## config.mk

```make
export PLATFORM = sky130hd
export DESIGN_NAME = uart_apb_ctrl
export DESIGN_NICKNAME = d
export VERILOG_FILES = /design/src/rtl/uart_p.sv /design/src/rtl/uart_apb_ctrl.sv
export SDC_FILE = /design/constraint.sdc
export NUM_CORES = 1
export LEC_CHECK = 0
export ABC_AREA = 0
export ABC_CLOCK_PERIOD_IN_PS = 2500
export CORE_MARGIN = 1
export CORE_UTILIZATION = 25
export CTS_CLUSTER_DIAMETER = 150
export DETAILED_ROUTE_END_ITERATION = 10
export SYNTH_ARGS = -nofsm -noshare
export SYNTH_HDL_FRONTEND = slang
export SYNTH_SLANG_ARGS = --single-unit
```

## constraint.sdc

```tcl
create_clock -name clk -period 2.5 [get_ports clk]
set_input_delay 0.5 -clock clk [delete_from_list [all_inputs] [get_ports clk]]
set_output_delay 0.5 -clock clk [all_outputs]
set_load 0.1 [all_outputs]
```

## src/rtl/uart_p.sv

```systemverilog
// uart_p: shared UART definitions -- APB register map, control/status
// register layouts, APB data width and the APB slave FSM state type.
package uart_p;

  localparam int APB_DBITS = 8;
  localparam int PDATA_W   = 32;

  // Byte addresses of the APB-visible registers.
  typedef enum logic [APB_DBITS-1:0] {
    RX_FIFO = 8'h00,
    TX_FIFO = 8'h04,
    STAT_RG = 8'h08,
    CTRL_RG = 8'h0C
  } ua_regs;

  // CTRL_RG write layout (bit 0 is the only readable bit).
  typedef struct packed {
    logic rst_tx_fifo;
    logic rst_rx_fifo;
    logic irq_en;
  } r_ctrl_t;

  // STAT_RG read layout, MSB first.
  typedef struct packed {
    logic rx_fifo_valid;
    logic rx_fifo_full;
    logic tx_fifo_empty;
    logic tx_fifo_full;
    logic irq_en;
    logic overrun_err;
    logic frame_err;
    logic parity_err;
  } r_sts_t;

  typedef enum logic [1:0] {
    ST_IDLE,
    ST_TXWAIT,
    ST_RESP
  } apb_state_t;

endpackage

```

## src/rtl/uart_apb_ctrl.sv

```systemverilog
// uart_apb_ctrl: APB3 slave bridging the CPU bus to the UART core's
// rx/tx streams, with sticky error flags, control bits and a level irq.
// Optional feature macro: UART_APB_PSLVERR_EN (error responses, and TX
// writes to a full core fail fast instead of stalling).
module uart_apb_ctrl #(
  parameter int DBITS   = 8,
  parameter int PDATA_W = uart_p::PDATA_W
) (
  input  logic                         clk,
  input  logic                         rst_n,
  input  logic                         psel,
  input  logic                         penable,
  input  logic                         pwrite,
  input  logic [uart_p::APB_DBITS-1:0] paddr,
  input  logic [PDATA_W-1:0]           pwdata,
  output logic [PDATA_W-1:0]           prdata,
  output logic                         pready,
  output logic                         pslverr,
  input  logic                         rx_axis_tvalid,
  output logic                         rx_axis_tready,
  input  logic [DBITS-1:0]             rx_axis_tdata,
  output logic                         tx_axis_tvalid,
  input  logic                         tx_axis_tready,
  output logic [DBITS-1:0]             tx_axis_tdata,
  output logic                         tx_axis_tlast,
  output logic                         tx_axis_tkeep,
  output logic                         tx_axis_tstrb,
  output logic                         tx_axis_tuser,
  output logic                         tx_axis_tid,
  output logic                         tx_axis_tdest,
  input  logic                         rx_fifo_full,
  input  logic                         tx_fifo_empty,
  input  logic                         overrun_err,
  input  logic                         frame_err,
  input  logic                         parity_err,
  output logic                         rst_rx_fifo,
  output logic                         rst_tx_fifo,
  output logic                         irq
);
  import uart_p::*;

  apb_state_t         state_q, state_d;
  logic [PDATA_W-1:0] prdata_q, prdata_d;
  logic               pready_q, pready_d;
  logic               pslverr_q, pslverr_d;
  logic               tx_tvalid_q, tx_tvalid_d;
  logic [DBITS-1:0]   tx_tdata_q, tx_tdata_d;
  logic               irq_en_q, irq_en_d;
  logic [2:0]         err_q, err_d;
  logic               rst_rx_q, rst_rx_d;
  logic               rst_tx_q, rst_tx_d;
  logic               irq_q, irq_d;
  logic               accept;
  logic               sts_clr;
  logic               bad_access;
  r_sts_t             sts;
  r_ctrl_t            ctrl_wr;
  logic               unused_ok;

  assign accept  = (state_q == ST_IDLE) & psel & penable & ~pready_q;
  assign sts     = r_sts_t'({rx_axis_tvalid, rx_fifo_full, tx_fifo_empty,
                             ~tx_axis_tready, irq_en_q, err_q});
  assign ctrl_wr = r_ctrl_t'(pwdata[2:0]);

  // Sticky flags: a pulse on the same edge as the clearing read wins.
  assign err_d = (sts_clr ? 3'b000 : err_q) | {overrun_err, frame_err, parity_err};
  assign irq_d = irq_en_q & (rx_axis_tvalid | (|err_q));

`ifdef UART_APB_PSLVERR_EN
  assign pslverr_d = bad_access;
`else
  assign pslverr_d = 1'b0;
`endif

  assign unused_ok = ^{pwdata[PDATA_W-1:DBITS], bad_access};

  // Address decode and transfer sequencing: IDLE accepts, TXWAIT holds the
  // stream beat until the core takes it, RESP raises pready for one cycle.
  always_comb begin
    state_d        = state_q;
    prdata_d       = prdata_q;
    pready_d       = 1'b0;
    tx_tvalid_d    = tx_tvalid_q;
    tx_tdata_d     = tx_tdata_q;
    irq_en_d       = irq_en_q;
    rst_rx_d       = 1'b0;
    rst_tx_d       = 1'b0;
    sts_clr        = 1'b0;
    bad_access     = 1'b0;
    rx_axis_tready = 1'b0;
    case (state_q)
      ST_IDLE: begin
        if (accept) begin
          prdata_d = '0;
          state_d  = ST_RESP;
          pready_d = 1'b1;
          case (paddr)
            RX_FIFO: begin
              if (pwrite) begin
                bad_access = 1'b1;
              end else begin
                rx_axis_tready = rx_axis_tvalid;
                if (rx_axis_tvalid) prdata_d = {{(PDATA_W-DBITS){1'b0}}, rx_axis_tdata};
                else                bad_access = 1'b1;
              end
            end
            TX_FIFO: begin
              if (!pwrite) bad_access = 1'b1;
`ifdef UART_APB_PSLVERR_EN
              else if (!tx_axis_tready) bad_access = 1'b1;
`endif
              else begin
                tx_tdata_d  = pwdata[DBITS-1:0];
                tx_tvalid_d = 1'b1;
                state_d     = ST_TXWAIT;
                pready_d    = 1'b0;
              end
            end
            STAT_RG: begin
              if (pwrite) begin
                bad_access = 1'b1;
              end else begin
                prdata_d = {{(PDATA_W-8){1'b0}}, sts};
                sts_clr  = 1'b1;
              end
            end
            CTRL_RG: begin
              if (pwrite) begin
                irq_en_d = ctrl_wr.irq_en;
                rst_rx_d = ctrl_wr.rst_rx_fifo;
                rst_tx_d = ctrl_wr.rst_tx_fifo;
              end else begin
                prdata_d = {{(PDATA_W-1){1'b0}}, irq_en_q};
              end
            end
            default: bad_access = 1'b1;
          endcase
        end
      end
      ST_TXWAIT: begin
        if (tx_axis_tready) begin
          tx_tvalid_d = 1'b0;
          state_d     = ST_RESP;
          pready_d    = 1'b1;
        end
      end
      ST_RESP: state_d = ST_IDLE;
      default: state_d = ST_IDLE;
    endcase
  end

  // State and output registers; every one returns to its reset value.
  always_ff @(posedge clk or negedge rst_n) begin
    if (!rst_n) begin
      state_q     <= ST_IDLE;
      prdata_q    <= '0;
      pready_q    <= 1'b0;
      pslverr_q   <= 1'b0;
      tx_tvalid_q <= 1'b0;
      tx_tdata_q  <= '0;
      irq_en_q    <= 1'b0;
      err_q       <= 3'b000;
      rst_rx_q    <= 1'b0;
      rst_tx_q    <= 1'b0;
      irq_q       <= 1'b0;
    end else begin
      state_q     <= state_d;
      prdata_q    <= prdata_d;
      pready_q    <= pready_d;
      pslverr_q   <= pslverr_d;
      tx_tvalid_q <= tx_tvalid_d;
      tx_tdata_q  <= tx_tdata_d;
      irq_en_q    <= irq_en_d;
      err_q       <= err_d;
      rst_rx_q    <= rst_rx_d;
      rst_tx_q    <= rst_tx_d;
      irq_q       <= irq_d;
    end
  end

  assign prdata         = prdata_q;
  assign pready         = pready_q;
  assign pslverr        = pslverr_q;
  assign tx_axis_tvalid = tx_tvalid_q;
  assign tx_axis_tdata  = tx_tdata_q;
  assign tx_axis_tlast  = 1'b1;
  assign tx_axis_tkeep  = 1'b1;
  assign tx_axis_tstrb  = 1'b1;
  assign tx_axis_tuser  = 1'b0;
  assign tx_axis_tid    = 1'b0;
  assign tx_axis_tdest  = 1'b0;
  assign rst_rx_fifo    = rst_rx_q;
  assign rst_tx_fifo    = rst_tx_q;
  assign irq            = irq_q;

endmodule

```

==> results.md <==
Floorplanning:
- The core area is approximately 5600 sq um.
- The effective utilization at floorplan is 0.263.
- 113 I/O pins were placed.
- The floorplan has 27 rows.
- The die height is just under 80 um.
- The floorplan step defined a die boundary enclosing 6220 sq um.
- The floorplan step set the die width to just under 80 um.

Clocking:
- TritonCTS built the clock tree.
- The tree is rooted in a sky130_fd_sc_hd__clkbuf_8.
- In this run, post-CTS hold repair placed 0 buffers.
- The number of setup buffers added after CTS is 0.
- The source-to-sink clock delay at the later pin of the worst-skew pair is 0.27 ns.
- After clock tree synthesis, the clock-pin slew on the worst setup and hold paths is ~0.090 ns.
- The total CTS buffers is 3.
- The clock passes through at most 2 buffers.
- The clock drives 27 sinks.
- The H-tree depth is 1.

Power and ir drop:
- The worst-case IR drop observed on VDD is 187 uV.
- The net switching fraction of the power is 0.392.
- The share of total power dissipated in combinational logic is 0.336.
- The share of total power dissipated in the clock network is 0.237.
- The switching power is 0.000409 W.
- Internal power comes to 0.000634 W.
- In this run the power density over the cells is approximately 490 nW/um^2.
- Of the total power, registers draw 0.427.
- The standby leakage power is 1.01 nW.

Critical path:
- Following the worst setup path forward leads to its endpoint at rx_axis_tready.
- The capturing element type of the critical path is an output pin.
- Across all register-to-register paths, the minimum setup slack is 0.70 ns.
- The signal on the critical path passes through dlygate4sd2_1 > or4_4 > or2_4 > nor3_4 > buf_12.
- The worst reg2reg path depth is 4.
- The worst setup path is launched from a primary input.
- Along the worst path, the maximum fanout reaches 2.
- In this run the worst setup path begins at paddr[6].
- The data required time at the worst endpoint is 2.00 ns.
- Data arrives at the worst endpoint at 1.93 ns.
- In this run the critical register-to-register path is captured at irq_en_q$_DFFE_PN0P_.
- In this design, the stage delay of the slowest critical-path cell is 0.54 ns.
- The cell with the largest stage delay on the worst path is sky130_fd_sc_hd__or4_4.
- The worst register-to-register path begins at state_q[1]$_DFFE_PN0P_.
- The setup path with the least slack is of type in2out.

Place:
- Buffers placed on the I/O ports in this run total 57.
- The area after detailed placement is 2100 sq um.
- The wire-length estimate of the detail-placed layout is around 2700 um.
- The post-placement cell count is 263.
- The global placer's final weighted congestion is about 0.77.
- OpenSTA, run right after detailed placement, puts the worst setup slack at -0.142 ns.

Finish:
- The fraction of layout instances using a drive strength above 1 is 0.287.
- After routing the design area is 2140 sq um.
- 0 antenna diodes ended up in the layout.
- The library cells used most frequently in the layout, excluding fill and tap cells, are sky130_fd_sc_hd__buf_4, sky130_fd_sc_hd__conb_1, sky130_fd_sc_hd__clkdlybuf4s50_1.
- The final non-filler cell total is 267.
- The total number of nets in the final design is 256.
- Measured on the finished design, the core utilization comes to 0.382.
- From synthesis to final layout, the design area changed by 45.2%.
- Leaving out fill and tap cells, the most frequent cell in the layout is sky130_fd_sc_hd__buf_4.

Synthesis:
- The fraction of synthesis flops using an asynchronous set or reset pin is 1.00.
- The number of instances in the synthesized netlist is 127.
- The synthesized design contains 27 register bits.
- The number of distinct library cell variants in the gate-level netlist after synthesis is 32.
- Each instance of the synthesized netlist takes up on average 11.6 sq um.
- The synthesized design contains 0 enable-type register cells.
- The cell area that synthesis handed to floorplanning was approximately 1500 sq um.
- The prevailing post-synth register cell is sky130_fd_sc_hd__dfrtp_1.
- For this run, the number of Yosys warnings is 0.
- The share of the Yosys chip area taken by registers is 0.458.

Routing:
- The via count is roughly 1100.
- In the final routed layout, each cell accounts on average for about 13 um.
- In the routed layout, each cell is associated on average with a via count of 4.20.
- The met3 wire length is 202 um.
- Once detail routing completed, the nets flagged for antenna violations numbered 0.
- After detailed routing, the wire length on met1 is approximately 1600 um.
- The highest metal layer carrying signal wires in the routed design is met4.
- The number of DRC markers after the initial detailed-route iteration is 53.
- The met2 wire length is 1640 um.
- The number of design rule violations left after detail routing is 0.
- The total detailed-routing wirelength is 3450 um.
- The first-pass iteration count of the detailed router is 4.

Timing:
- The highest clock rate is 0.412 GHz.
- The count of endpoints failing hold in the final timing report is 0.
- The number of max-slew violations in the final report is 0.
- Dividing the final minimum period by the clock period gives 0.971.
- For the finished layout, the period the worst path requires is 2.43 ns.
- The final setup violation count is 0.
- The final setup slack of the worst path is 0.0716 ns.
- The transition time at the pin with the least slew margin is between 0.7 and 0.8 ns.
- Setup repair after global routing left no endpoint under its margin.
- The worst-case clock skew is approximately 0.0034 ns.
- In this run the tightest slew margin relative to its limit is 0.478.

Global routing:
- The number of antenna violations at the first check in global routing is 0.
- For this run, the total global-route usage over all layers was measured as 0.117.
- The maximum number of pins on one net before global-route repair is 18.
- The wire length of the first global-routing pass is roughly 5600 um.
- The total overflow left after global routing is 0.
- The number of global-route vias before repair is 1070.

Worst hold path:
- The path class of the lowest-slack min-delay path is reg2reg.

Outcome:
- The flow ran to the end, and the final reports show no timing, DRC or antenna violations.

Run:
- Across the run, the number of max-cap violations was 0.
metal layers:
layer | vias up | track usage
met5 | - | 0
met4 | 0 | 0.0382
met3 | 4 | 0.0241
met2 | 42 | 0.188
met1 | 544 | 0.158
li1 | 531 | -
sequential cells by signal (all words and copies together), names as in the netlist:
| register | count |
|---|---|
| err_q | 3 |
| irq | 1 |
| irq_en_q | 1 |
| prdata | 8 |
| pready | 1 |
| rst_rx_fifo | 1 |
| rst_tx_fifo | 1 |
| state_q | 2 |
| tx_axis_tdata | 8 |
| tx_axis_tvalid | 1 |
area by class of cell:
type                            count  area, sq um
Timing Repair Buffer               70          637
Multi-Input combinational cell     94          692
Fill cell                         580         3460
Tap cell                           72         90.1
Clock buffer                        4         45.0
Sequential cell                    27          679
through the flow:
| stage | hold slack, ns | power, W | TNS (ns) |
|---|---|---|---|
| 3_5_place_dp | 0.478 | 0.000808 | -0.751 |
| 4_1_cts | 0.500 | 0.00105 | 0 |
| 3_3_place_gp | 0.468 | 0.000807 | -0.645 |
| 5_1_grt | 0.517 | 0.00109 | 0 |
| 6_report | 0.502 | 0.00104 | 0 |
| 2_1_floorplan | 0.204 | 0.000752 | -0.128 |
how the worst min path moves through the flow:
stage / startpoint / end / depth (start not counted) / slack, ns
after CTS: prdata[7]$_DFFE_PN0P_ / prdata[7]$_DFFE_PN0P_ / 1 / 0.50
final: prdata[7]$_DFFE_PN0P_ / prdata[7]$_DFFE_PN0P_ / 1 / 0.50
after global placement: tx_axis_tvalid$_DFFE_PN0P_ / tx_axis_tvalid$_DFFE_PN0P_ / 1 / 0.47
after floorplan: rst_n / err_q[0]$_DFF_PN0_ / 0 / 0.20
after detailed placement: prdata[7]$_DFFE_PN0P_ / prdata[7]$_DFFE_PN0P_ / 1 / 0.48
after global routing: prdata[7]$_DFFE_PN0P_ / prdata[7]$_DFFE_PN0P_ / 1 / 0.52
cell usage after synthesis, types with 2 or more instances:
| cell | count | area [sq um] |
|---|---|---|
| sky130_fd_sc_hd__or2_2 | 3 | 18.8 |
| sky130_fd_sc_hd__mux2_2 | 2 | 22.5 |
| sky130_fd_sc_hd__nor3_1 | 2 | 10.0 |
| sky130_fd_sc_hd__a22oi_1 | 5 | 37.5 |
| sky130_fd_sc_hd__or4_1 | 2 | 15.0 |
| sky130_fd_sc_hd__clkbuf_1 | 4 | 15.0 |
| sky130_fd_sc_hd__o21ai_0 | 4 | 20.0 |
| sky130_fd_sc_hd__nor2_1 | 2 | 7.51 |
| sky130_fd_sc_hd__buf_4 | 31 | 233 |
| sky130_fd_sc_hd__and2_1 | 2 | 12.5 |
| sky130_fd_sc_hd__nand4bb_1 | 2 | 22.5 |
| sky130_fd_sc_hd__nand2b_1 | 3 | 18.8 |
| sky130_fd_sc_hd__nor2b_1 | 4 | 25.0 |
| sky130_fd_sc_hd__o22a_1 | 3 | 26.3 |
| sky130_fd_sc_hd__dfrtp_1 | 27 | 676 |
| sky130_fd_sc_hd__conb_1 | 2 | 7.51 |
| sky130_fd_sc_hd__o2bb2ai_1 | 7 | 61.3 |
| sky130_fd_sc_hd__mux2_4 | 8 | 120 |
power by group through the flow:
stage / Sequential, W / Combinational (W) / Clock, W
final: 0.000445 / 0.000351 / 0.000247
after global routing: 0.000446 / 0.000366 / 0.000274
after CTS: 0.000445 / 0.000352 / 0.000255
after global placement: 0.000454 / 0.000353 / 0
after floorplan: 0.000478 / 0.000274 / 0
after detailed placement: 0.000454 / 0.000354 / 0
worst max-delay path, delay by kind of cell:
family                 cells  cell delay (ns)
buffers and inverters      2             0.43
AND/OR/NAND/NOR            3             1.00
cells by family (layout without fill, tap and decap cells):
| group | count (synthesis) | count (layout) | synth area share |
|---|---|---|---|
| buffers and inverters | 35 | 74 | 0.168 |
| other | 2 | 31 | 0.00509 |
| and+or+nand+nor | 29 | 29 | 0.147 |
| AOI/OAI and AO/OA | 24 | 24 | 0.126 |
| muxes | 10 | 10 | 0.0966 |
| DFF | 27 | 27 | 0.458 |
repair_timing:
item / 4_1_cts / 5_1_grt
pin swaps: 3 / 3
setup endpoints to repair: 1 / 1
resized for setup: 3 / 1
(Power assumes the default switching activity.)
